[config.mk]
export PLATFORM = sky130hd
export DESIGN_NAME = store_merger_flat
export DESIGN_NICKNAME = d
export VERILOG_FILES = /design/src/rtl/store_merger_if.sv /design/src/rtl/store_merger.sv /design/src/flat_wrapper.sv
export SDC_FILE = /design/constraint.sdc
export NUM_CORES = 1
export LEC_CHECK = 0
export ABC_CLOCK_PERIOD_IN_PS = 2870
export CORE_ASPECT_RATIO = 0.5
export CORE_UTILIZATION = 49
export DETAILED_ROUTE_END_ITERATION = 7
export PLACE_DENSITY = 0.85
export SLEW_MARGIN = 25
export SYNTH_ARGS = -nofsm -noshare
export SYNTH_HDL_FRONTEND = slang
export SYNTH_SLANG_ARGS = --single-unit
[constraint.sdc]
create_clock -name I_STM_clk -period 2.87 [get_ports I_STM_clk]
set_input_delay 0.7175 -clock I_STM_clk [delete_from_list [all_inputs] [get_ports I_STM_clk]]
set_output_delay 0.7175 -clock I_STM_clk [all_outputs]
set_load 0.05 [all_outputs]
[src/rtl/store_merger_if.sv]
`timescale 1ns/1ps
// ---------------------------------------------------------------------------
// store_merger_if
// Bundles the store request handshake and the data-memory bus of
// store_merger.
//
// Handshake: a request moves on a rising clock edge where I_STM_valid and
// O_STM_ready are both 1. The requester may raise valid at any time and must
// not rely on the unit sampling addr/data/size except at that accept edge.
// Completion is a one-cycle O_STM_done pulse, and O_STM_misaligned qualifies
// it. No backpressure exists on the memory side. A read returns data on
// I_STM_mem_rdata READ_LAT cycles after the O_STM_mem_rd_en cycle.
//
// Signals
//   I_STM_valid / O_STM_ready   request handshake
//   I_STM_addr / _data / _size  store request payload
//   O_STM_done / _misaligned    completion pulse and reject flag
//   O_STM_mem_*                 word-wide data memory port
//   I_STM_mem_rdata             memory read data
// Modports: slave = store_merger side, master = requester and memory side.
// ---------------------------------------------------------------------------
interface store_merger_if #(
   parameter int ADDR_W = 32
);
   logic              I_STM_valid;
   logic              O_STM_ready;
   logic [ADDR_W-1:0] I_STM_addr;
   logic [31:0]       I_STM_data;
   logic [1:0]        I_STM_size;
   logic              O_STM_done;
   logic              O_STM_misaligned;
   logic [ADDR_W-3:0] O_STM_mem_addr;
   logic              O_STM_mem_rd_en;
   logic [31:0]       I_STM_mem_rdata;
   logic              O_STM_mem_wr_en;
   logic [31:0]       O_STM_mem_wdata;

   modport slave (
      input  I_STM_valid, I_STM_addr, I_STM_data, I_STM_size, I_STM_mem_rdata,
      output O_STM_ready, O_STM_done, O_STM_misaligned, O_STM_mem_addr,
             O_STM_mem_rd_en, O_STM_mem_wr_en, O_STM_mem_wdata
   );

   modport master (
      output I_STM_valid, I_STM_addr, I_STM_data, I_STM_size, I_STM_mem_rdata,
      input  O_STM_ready, O_STM_done, O_STM_misaligned, O_STM_mem_addr,
             O_STM_mem_rd_en, O_STM_mem_wr_en, O_STM_mem_wdata
   );
endinterface

[src/rtl/store_merger.sv]
`timescale 1ns/1ps
// ---------------------------------------------------------------------------
// store_merger
// This unit performs the store side of the MEM stage. It writes a byte,
// halfword or word store into a word-wide data memory. A sub-word store uses
// read-modify-write: read the word, replace the addressed lane(s), write it
// back. An aligned word store writes directly. A misaligned or illegal-size
// request is rejected with done+misaligned and causes no memory traffic.
//
// Ports
//   I_STM_clk        rising-edge clock
//   I_STM_rst_n      asynchronous active-low reset
//   bus              store_merger_if.slave (request handshake + memory port)
//   O_STM_dbg_state  current FSM state, for observation only
//
// Parameters
//   ADDR_W    byte-address width (memory word address is ADDR_W-2 bits)
//   READ_LAT  memory read latency in cycles, >= 1
// ---------------------------------------------------------------------------
module store_merger #(
   parameter int ADDR_W   = 32,
   parameter int READ_LAT = 1
) (
   input  logic                 I_STM_clk,
   input  logic                 I_STM_rst_n,
   store_merger_if.slave        bus,
   output logic [2:0]           O_STM_dbg_state
);

   localparam logic [1:0] SZ_BYTE = 2'b00;
   localparam logic [1:0] SZ_HALF = 2'b01;
   localparam logic [1:0] SZ_WORD = 2'b10;

   // The wait counter counts 0 .. READ_LAT-1. The final count is the edge on
   // which the memory's read data is valid.
   localparam int               CNT_W    = (READ_LAT > 1) ? $clog2(READ_LAT) : 1;
   localparam logic [CNT_W-1:0] CNT_LAST = CNT_W'(READ_LAT - 1);

   typedef enum logic [2:0] {
      S_IDLE  = 3'd0,
      S_READ  = 3'd1,
      S_WAIT  = 3'd2,
      S_WRITE = 3'd3,
      S_ERR   = 3'd4
   } state_t;

   state_t            state_q, state_d;
   logic [CNT_W-1:0]  cnt_q, cnt_d;
   logic [ADDR_W-1:0] addr_q, addr_d;
   logic [31:0]       data_q, data_d;
   logic [1:0]        size_q, size_d;
   logic [31:0]       rdata_q, rdata_d;

   logic              ready_q, done_q, mis_q, rd_q, wr_q;

   // Replaces the addressed lane(s) of the old word with the store data.
   // The word is little-endian: byte lane k is bits [8k+7:8k].
   function automatic logic [31:0] merge_lanes(input logic [31:0] old_w,
                                               input logic [31:0] st_d,
                                               input logic [1:0]  sz,
                                               input logic [1:0]  lane);
      logic [31:0] r;
      r = old_w;
      case (sz)
         SZ_BYTE: begin
            case (lane)
               2'b00:   r[7:0]   = st_d[7:0];
               2'b01:   r[15:8]  = st_d[7:0];
               2'b10:   r[23:16] = st_d[7:0];
               default: r[31:24] = st_d[7:0];
            endcase
         end
         SZ_HALF: begin
            if (lane[1]) r[31:16] = st_d[15:0];
            else         r[15:0]  = st_d[15:0];
         end
         default: r = st_d;
      endcase
      return r;
   endfunction

   // ------------------------------------------------------------------
   // Next-state logic and request latching
   // ------------------------------------------------------------------
   always_comb begin
      state_d = state_q;
      cnt_d   = cnt_q;
      addr_d  = addr_q;
      data_d  = data_q;
      size_d  = size_q;
      rdata_d = rdata_q;

      case (state_q)
         S_IDLE: begin
            // ready is high exactly in IDLE, so valid here is an accept.
            if (bus.I_STM_valid) begin
               addr_d = bus.I_STM_addr;
               data_d = bus.I_STM_data;
               size_d = bus.I_STM_size;
               if (bus.I_STM_size == SZ_WORD && bus.I_STM_addr[1:0] == 2'b00) begin
                  state_d = S_WRITE;
               end else if (bus.I_STM_size == SZ_BYTE ||
                            (bus.I_STM_size == SZ_HALF && !bus.I_STM_addr[0])) begin
                  state_d = S_READ;
               end else begin
                  state_d = S_ERR;
               end
            end
         end
         S_READ: begin
            cnt_d   = '0;
            state_d = S_WAIT;
         end
         S_WAIT: begin
            if (cnt_q == CNT_LAST) begin
               rdata_d = bus.I_STM_mem_rdata;
               state_d = S_WRITE;
            end else begin
               cnt_d = cnt_q + 1'b1;
            end
         end
         S_WRITE: state_d = S_IDLE;
         S_ERR:   state_d = S_IDLE;
         default: state_d = S_IDLE;
      endcase
   end

   // ------------------------------------------------------------------
   // State and datapath registers. The strobes decode the next state and
   // are registered here, so they line up with the state they belong to
   // and are glitch-free at the memory.
   // ------------------------------------------------------------------
   always_ff @(posedge I_STM_clk or negedge I_STM_rst_n) begin
      if (!I_STM_rst_n) begin
         state_q <= S_IDLE;
         cnt_q   <= '0;
         addr_q  <= '0;
         data_q  <= '0;
         size_q  <= '0;
         rdata_q <= '0;
         ready_q <= 1'b1;
         done_q  <= 1'b0;
         mis_q   <= 1'b0;
         rd_q    <= 1'b0;
         wr_q    <= 1'b0;
      end else begin
         state_q <= state_d;
         cnt_q   <= cnt_d;
         addr_q  <= addr_d;
         data_q  <= data_d;
         size_q  <= size_d;
         rdata_q <= rdata_d;
         ready_q <= (state_d == S_IDLE);
         done_q  <= (state_d == S_WRITE) || (state_d == S_ERR);
         mis_q   <= (state_d == S_ERR);
         rd_q    <= (state_d == S_READ);
         wr_q    <= (state_d == S_WRITE);
      end
   end

   // ------------------------------------------------------------------
   // Outputs
   // ------------------------------------------------------------------
   assign bus.O_STM_ready      = ready_q;
   assign bus.O_STM_done       = done_q;
   assign bus.O_STM_misaligned = mis_q;
   assign bus.O_STM_mem_rd_en  = rd_q;
   assign bus.O_STM_mem_wr_en  = wr_q;
   // The word address comes straight from the latched byte address, so it
   // holds from READ through WRITE and keeps its last value in IDLE.
   assign bus.O_STM_mem_addr   = addr_q[ADDR_W-1:2];
   // The write data comes from registers only: the latched request and the
   // captured read word. For a word store the merge returns the store data
   // unchanged, and no read is needed.
   assign bus.O_STM_mem_wdata  = merge_lanes(rdata_q, data_q, size_q, addr_q[1:0]);

   assign O_STM_dbg_state      = state_q;

endmodule
[src/flat_wrapper.sv]
// flat-port wrapper written by rule: the top's interface ports become plain ports
module store_merger_flat 
#(
   parameter int ADDR_W   = 32,
   parameter int READ_LAT = 1
)
  (I_STM_clk, I_STM_rst_n, O_STM_dbg_state, bus_I_STM_valid, bus_I_STM_addr, bus_I_STM_data, bus_I_STM_size, bus_I_STM_mem_rdata, bus_O_STM_ready, bus_O_STM_done, bus_O_STM_misaligned, bus_O_STM_mem_addr, bus_O_STM_mem_rd_en, bus_O_STM_mem_wr_en, bus_O_STM_mem_wdata);
  store_merger_if #(.ADDR_W(ADDR_W)) bus_i ();
  input  logic I_STM_clk;
  input  logic I_STM_rst_n;
  output logic [2:0] O_STM_dbg_state;
  input wire logic [$bits(bus_i.I_STM_valid)-1:0] bus_I_STM_valid;
  input wire logic [$bits(bus_i.I_STM_addr)-1:0] bus_I_STM_addr;
  input wire logic [$bits(bus_i.I_STM_data)-1:0] bus_I_STM_data;
  input wire logic [$bits(bus_i.I_STM_size)-1:0] bus_I_STM_size;
  input wire logic [$bits(bus_i.I_STM_mem_rdata)-1:0] bus_I_STM_mem_rdata;
  output wire logic [$bits(bus_i.O_STM_ready)-1:0] bus_O_STM_ready;
  output wire logic [$bits(bus_i.O_STM_done)-1:0] bus_O_STM_done;
  output wire logic [$bits(bus_i.O_STM_misaligned)-1:0] bus_O_STM_misaligned;
  output wire logic [$bits(bus_i.O_STM_mem_addr)-1:0] bus_O_STM_mem_addr;
  output wire logic [$bits(bus_i.O_STM_mem_rd_en)-1:0] bus_O_STM_mem_rd_en;
  output wire logic [$bits(bus_i.O_STM_mem_wr_en)-1:0] bus_O_STM_mem_wr_en;
  output wire logic [$bits(bus_i.O_STM_mem_wdata)-1:0] bus_O_STM_mem_wdata;
  assign bus_i.I_STM_valid = bus_I_STM_valid;
  assign bus_i.I_STM_addr = bus_I_STM_addr;
  assign bus_i.I_STM_data = bus_I_STM_data;
  assign bus_i.I_STM_size = bus_I_STM_size;
  assign bus_i.I_STM_mem_rdata = bus_I_STM_mem_rdata;
  assign bus_O_STM_ready = bus_i.O_STM_ready;
  assign bus_O_STM_done = bus_i.O_STM_done;
  assign bus_O_STM_misaligned = bus_i.O_STM_misaligned;
  assign bus_O_STM_mem_addr = bus_i.O_STM_mem_addr;
  assign bus_O_STM_mem_rd_en = bus_i.O_STM_mem_rd_en;
  assign bus_O_STM_mem_wr_en = bus_i.O_STM_mem_wr_en;
  assign bus_O_STM_mem_wdata = bus_i.O_STM_mem_wdata;
  store_merger #(.ADDR_W(ADDR_W), .READ_LAT(READ_LAT)) u_core (.I_STM_clk(I_STM_clk), .I_STM_rst_n(I_STM_rst_n), .bus(bus_i), .O_STM_dbg_state(O_STM_dbg_state));
endmodule
* Word level (Yosys, flattened, before mapping)
Cells that the tools add are included.
** Word-level totals
- Input port bits :: 101
- Output and inout bits :: 70
- Logic and storage cells :: 52
- Register bits :: 107
** Cells by class
- Bitwise operators :: 1
- Add/sub/neg operators :: 1
- Eq/ne operators :: 10
- Multiplexer cells :: 14
- Reduce and logical (&&, ||, !) cells :: 15
** Operator list (count)
- $pmux 32 s2 :: 1
- $mux 16 :: 2
- $mux 8 :: 4
- $mux 3 :: 4
- $pmux 3 s3 :: 1
- $logic_not 2->1 :: 4
- $eq 2x1->1 const B :: 3
- $eq 3x1->1 const B :: 2
- $eq 3x2->1 const B :: 2
- $logic_not 3->1 :: 2
- $eq 2x2->1 const B :: 2
- $reduce_and 2->1 :: 2
- $eq 3x3->1 const B :: 1
- $reduce_or 3->1 :: 1
- $logic_and 1x1->1 :: 2
- $logic_or 1x1->1 :: 2
- $pmux 1 s2 :: 1
- $reduce_bool 2->1 :: 1
- $add 1x1->1 const B :: 1
- $logic_not 1->1 :: 1
- $mux 1 :: 1
- $not 1->1 :: 1

* Depth between registers and ports, before layout
- Word-level depth :: 9
- Gate-level depth with buffers :: 7
- Gate-level depth less buffers :: 3

* Worst setup path before layout
Ideal clock, no wire load.
- Kind :: flip-flop to output port
- From :: reg u_core.addr_q[1]
- To :: out bus_O_STM_mem_wdata[24]
- Buffers on the path :: 2
- Cell stages (with the launch flop) :: 5
- Arrival time :: 1.805 ns
- Data required time :: 2.152 ns
- Path slack :: 0.348 ns
- Cells stage by stage :: dfrtp_1 buf_2 buf_1 mux2i_1 o221ai_1
** Between the ends
- Longest elaborated chain between the ends :: 4
- Elaborated cells on any way between the ends :: 7
- Classes of those cells :: eq/ne: 2; mux: 3; reduce/logical: 2
** Ends and longest elaborated chain
- start, declared :: line store_merger.sv:49 : logic [ADDR_W-1:0] addr_q, addr_d;
- start signal, assigned :: line store_merger.sv:149 : addr_q <= addr_d;
- $eq 2x1->1, or another cell as far along :: line store_merger.sv:66 : case (lane)
- $reduce_or 3->1 (no source line)
- $mux 8 :: line store_merger.sv:66
- $pmux 32 s2 (*) :: line store_merger.sv:64 : case (sz)
- end, declared :: line flat_wrapper.sv:23 : output wire logic [$bits(bus_i.O_STM_mem_wdata)-1:0] bus_O_STM_mem_wdata;
Mark *: on every way between the ends. The rest lies on a longest branch, timed or not.

* Worst setup path after layout
- From :: reg u_core.size_q[1]
- To :: out bus_O_STM_mem_wdata[14]
** Between the ends
- Longest elaborated chain between the ends :: 2
- Elaborated cells on any way between the ends :: 3
- Classes of those cells :: eq/ne: 1; mux: 1; reduce/logical: 1
** Ends and longest elaborated chain
- start, declared :: line store_merger.sv:51 : logic [1:0] size_q, size_d;
- start signal, assigned :: line store_merger.sv:151 : size_q <= size_d;
- $eq 2x1->1 or $logic_not 2->1 (tied branches) :: line store_merger.sv:64
- $pmux 32 s2 (*) :: line store_merger.sv:64
Marks and branches as above.

==> impl.org <==
** Min path
- Class of the tightest hold or removal check :: in -> async

** Worst setup path
- Critical path class :: reg -> out
- The largest individual stage delay along the critical path comes from the cell sky130_fd_sc_hd__dfrtp_1.
- In this run the critical register-to-register path is captured at u_core.data_q[27].
- The worst setup path is captured at a primary output.
- Data on the critical path is required at its endpoint by 2.15 ns.
- Traced cell by cell, the critical path runs through nor4b_1 > buf_4 > and2_1 > a221o_1 > buf_12.
- Number of buffers and inverters on the critical path :: 2
- STA puts the critical path data arrival time at 2.07 ns.
- The setup check on the worst reg-to-reg path leaves a slack of 1.06 ns.
- Biggest fanout along the worst timing path :: 16
- The worst register-to-register path has a depth of 3.
- The worst register-to-register path begins at u_core.O_STM_dbg_state[0].
- Startpoint class of the critical path :: flip-flop
- On the worst path, the slowest cell contributes a delay of 0.60 ns.
- Critical path depth :: 5
- Dominant delay contributor by cell family on the critical path :: flip-flops

** Synth
- The netlist uses 32 different library cells.
- Share of the synthesized area in the top cell type :: 52.6%
- Yosys printed 0 warnings.
- After technology mapping, the gate count stands at 509.
- In this run, synthesis inferred 0 flip-flops with an integrated enable.
- Cell type with the largest total area after synthesis :: sky130_fd_sc_hd__dfrtp_1
- Dominant cells by area after synthesis :: sky130_fd_sc_hd__dfrtp_1 53%, sky130_fd_sc_hd__nand2_1 15%, sky130_fd_sc_hd__mux2_2 7.4%
- In this run, synthesis produced a sequential element count of 106.
- Main flop type after synthesis :: sky130_fd_sc_hd__dfrtp_1
- The mapped netlist covers 0.00499 mm^2.
- The average instance in the mapped netlist occupies 9.81 um^2.
- Mapped Nets :: 610
- Sequential cell area fraction in the yosys report :: 53.2%
- In the synthesized netlist the async set-or-reset flop fraction comes to 100%.

** Layout
- Cells fill 72.4% of the core in the end.
- Final-stage net count :: 742
- After filler insertion, the fill cell instance count of the layout stands at 679.
- Antenna Diode Count :: 0
- Storage cell area :: 0.00265 mm^2
- Combined area of the multi-input logic cells :: 0.00198 mm^2
- From synthesis to final layout, the design area changed by 40.2%.
- Fraction of final layout cells with drive strength greater than 1 :: 14.9%

** Timing
- Worst setup slack after layout :: 0.0776 ns
- The count of endpoints failing hold in the final timing report came to 0.
- Setup violations remaining at the end of the flow were counted as 0.
- At the pin with the least slew margin, the transition time is 0.756 ns.
- For this run, the top clock speed supported by timing is 358 MHz.
- The number of max-slew violations in the final report is 0.
- The worst path in the final design needs a cycle of 2.79 ns, including I/O delays and setup.
- Setup TNS :: 0 ns
- Post-route fraction of the period consumed by the critical path :: 97.3%
- Headroom to the max-slew limit came out at 49.6%.
- Worst Skew :: 0.00520 ns

** Die
- Core outline area :: 0.00967 mm^2
- The die covers 0.0106 mm^2.
- Io pins :: 171
- In this run the horizontal extent of the chip is 145 um.
- Once the floorplan was initialized, standard cells occupied 51.7% of the core.
- The floorplan has 25 rows.
- DIE HEIGHT :: 73.4 um

** Detailed routing
- Signal routing reaches up to met4.
- In the detailed route, the total length drawn on met3 is 979 um.
- Via count of the routed design :: 4,082
- Once detail routing completed, the nets flagged for antenna violations numbered 0.
- After detailed routing, the wire length on met1 is 5420 um.
- Detailed-route DRC error count :: 0
- After detailed routing, the number of vias per cell comes to 5.23.
- Final Routed Wirelength :: 12,900 um
- Before antenna repair, the detailed router went through 5 iterations.
- The first routing iteration left 322 violations.
- Met2 wire len :: 6310 um
- In the final routed layout, each cell accounts on average for 16.6 um.

** CTS
- The number of hold buffers added after CTS was 0.
- Reg clk slew, reported paths :: 0.07 ns
- Largest buffer count on any clock path :: 2
- Deepest level of the CTS H-tree :: 3
- For the worst-skew pair, the clock arrives at the later sink with an insertion delay of 0.35 ns.
- The tree is rooted in a sky130_fd_sc_hd__clkbuf_16.
- TritonCTS created 9 clock buffers.
- TritonCTS clock tree :: built
- Number of clock sinks :: 106

** Outcome
- Run status :: complete, no violations

** Global routing
- The number of antenna violations at the first check in global routing came to 0.
- The first global-routing pass estimated 20,700 um of wire.
- The via count of the first global-routing pass came to 4,101.
- For this run the aggregate overflow at the end of global routing stands at 0.
- Maximum number of pins on one net before global-route repair :: 69
- Total routing usage reported by global routing :: 25.8%

** Placed design
- Post-DP HPWL :: 9080 um
- Routability-driven placement finished with a final weighted congestion of 0.851.
- Count of input and output buffers :: 170
- Post-Place Setup Slack :: 0.316 ns

** Run
- Across the run, the number of max-cap violations was 0.
## cell usage in the layout (no fill, tap or decap), drive strengths merged, types with 10 or more instances in the layout
master,count
a21oi,12
nor2b,10
buf,42
nand2,205
dfrtp,105
mux2i,16
o21ai,10
clkdlybuf4s50,137
clkbuf,14
mux2,40
## cells in the mapped netlist (all sizes together) (3+ instances only)
cell	number
a21oi	12
a221o	8
a31oi	9
and2	9
buf	49
clkbuf	9
dfrtp	105
mux2	40
mux2i	16
nand2	205
nand2b	3
nor2b	10
nor3	4
o21ai	10
o221ai	8
## logic make-up (layout without fill, tap and decap cells)
kind of cell | Yosys count | after routing | synth area share (%)
muxes | 56 | 56 | 12.2
buffers and inverters | 59 | 196 | 7.62
and+or+nand+nor | 237 | 237 | 19.9
DFF | 106 | 106 | 53.2
AOI/OAI and AO/OA | 51 | 51 | 7.04
## registers in the layout (all words and copies together) (netlist names)
register and flops:
u_core.size_q 2, u_core.bus.O_STM_misaligned 1, u_core.addr_q 32, u_core.bus.O_STM_done 1, u_core.bus.O_STM_ready 1, u_core.O_STM_dbg_state 3, u_core.bus.O_STM_mem_wr_en 1, u_core.data_q 32
u_core.bus.O_STM_mem_rd_en 1, u_core.rdata_q 32
## worst max path at each step
stage	from	to	slack, ns
4_1_cts	u_core.size_q[0]	bus_O_STM_mem_wdata[3]	0.06
3_3_place_gp	u_core.size_q[0]	bus_O_STM_mem_wdata[15]	0.38
6_report	u_core.size_q[1]	bus_O_STM_mem_wdata[14]	0.08
5_1_grt	u_core.size_q[1]	bus_O_STM_mem_wdata[12]	-0.02
2_1_floorplan	u_core.addr_q[1]	bus_O_STM_mem_wdata[24]	0.35
3_5_place_dp	u_core.size_q[0]	bus_O_STM_mem_wdata[14]	0.32
## metrics by stage
stage               instances  instance area (um^2)  hold WS (ns)
floorplan                 509                  4990         0.422
global placement          764                  6700         0.457
detailed placement        764                  6700         0.463
CTS                       780                  6980         0.445
global route              781                  7000         0.463
finish                    781                  7000         0.412
## layer usage
metal	vias up	track usage, %
li1	1921	-
met1	1978	33.1
met2	158	43.5
met3	25	7.17
met4	0	7.13
met5	-	0
## what timing repair did
action                                  CTS  global route
endpoints found under the setup margin   16             8
pin swaps                                 0             1
buffers inserted                          0             1
gates resized for setup                   2             0
## final cells by class
class                           instances  share of cell area, %
Clock inverter                          2                  0.215
Multi-Input combinational cell        344                   28.3
Tap cell                              135                   2.41
Timing Repair Buffer                  179                   27.5
Inverter                                1                 0.0536
Clock buffer                           14                   3.63
Sequential cell                       106                   37.9
Power is not shown: default switching activity piles up to over one toggle a cycle in this logic, so the estimate is an artifact.
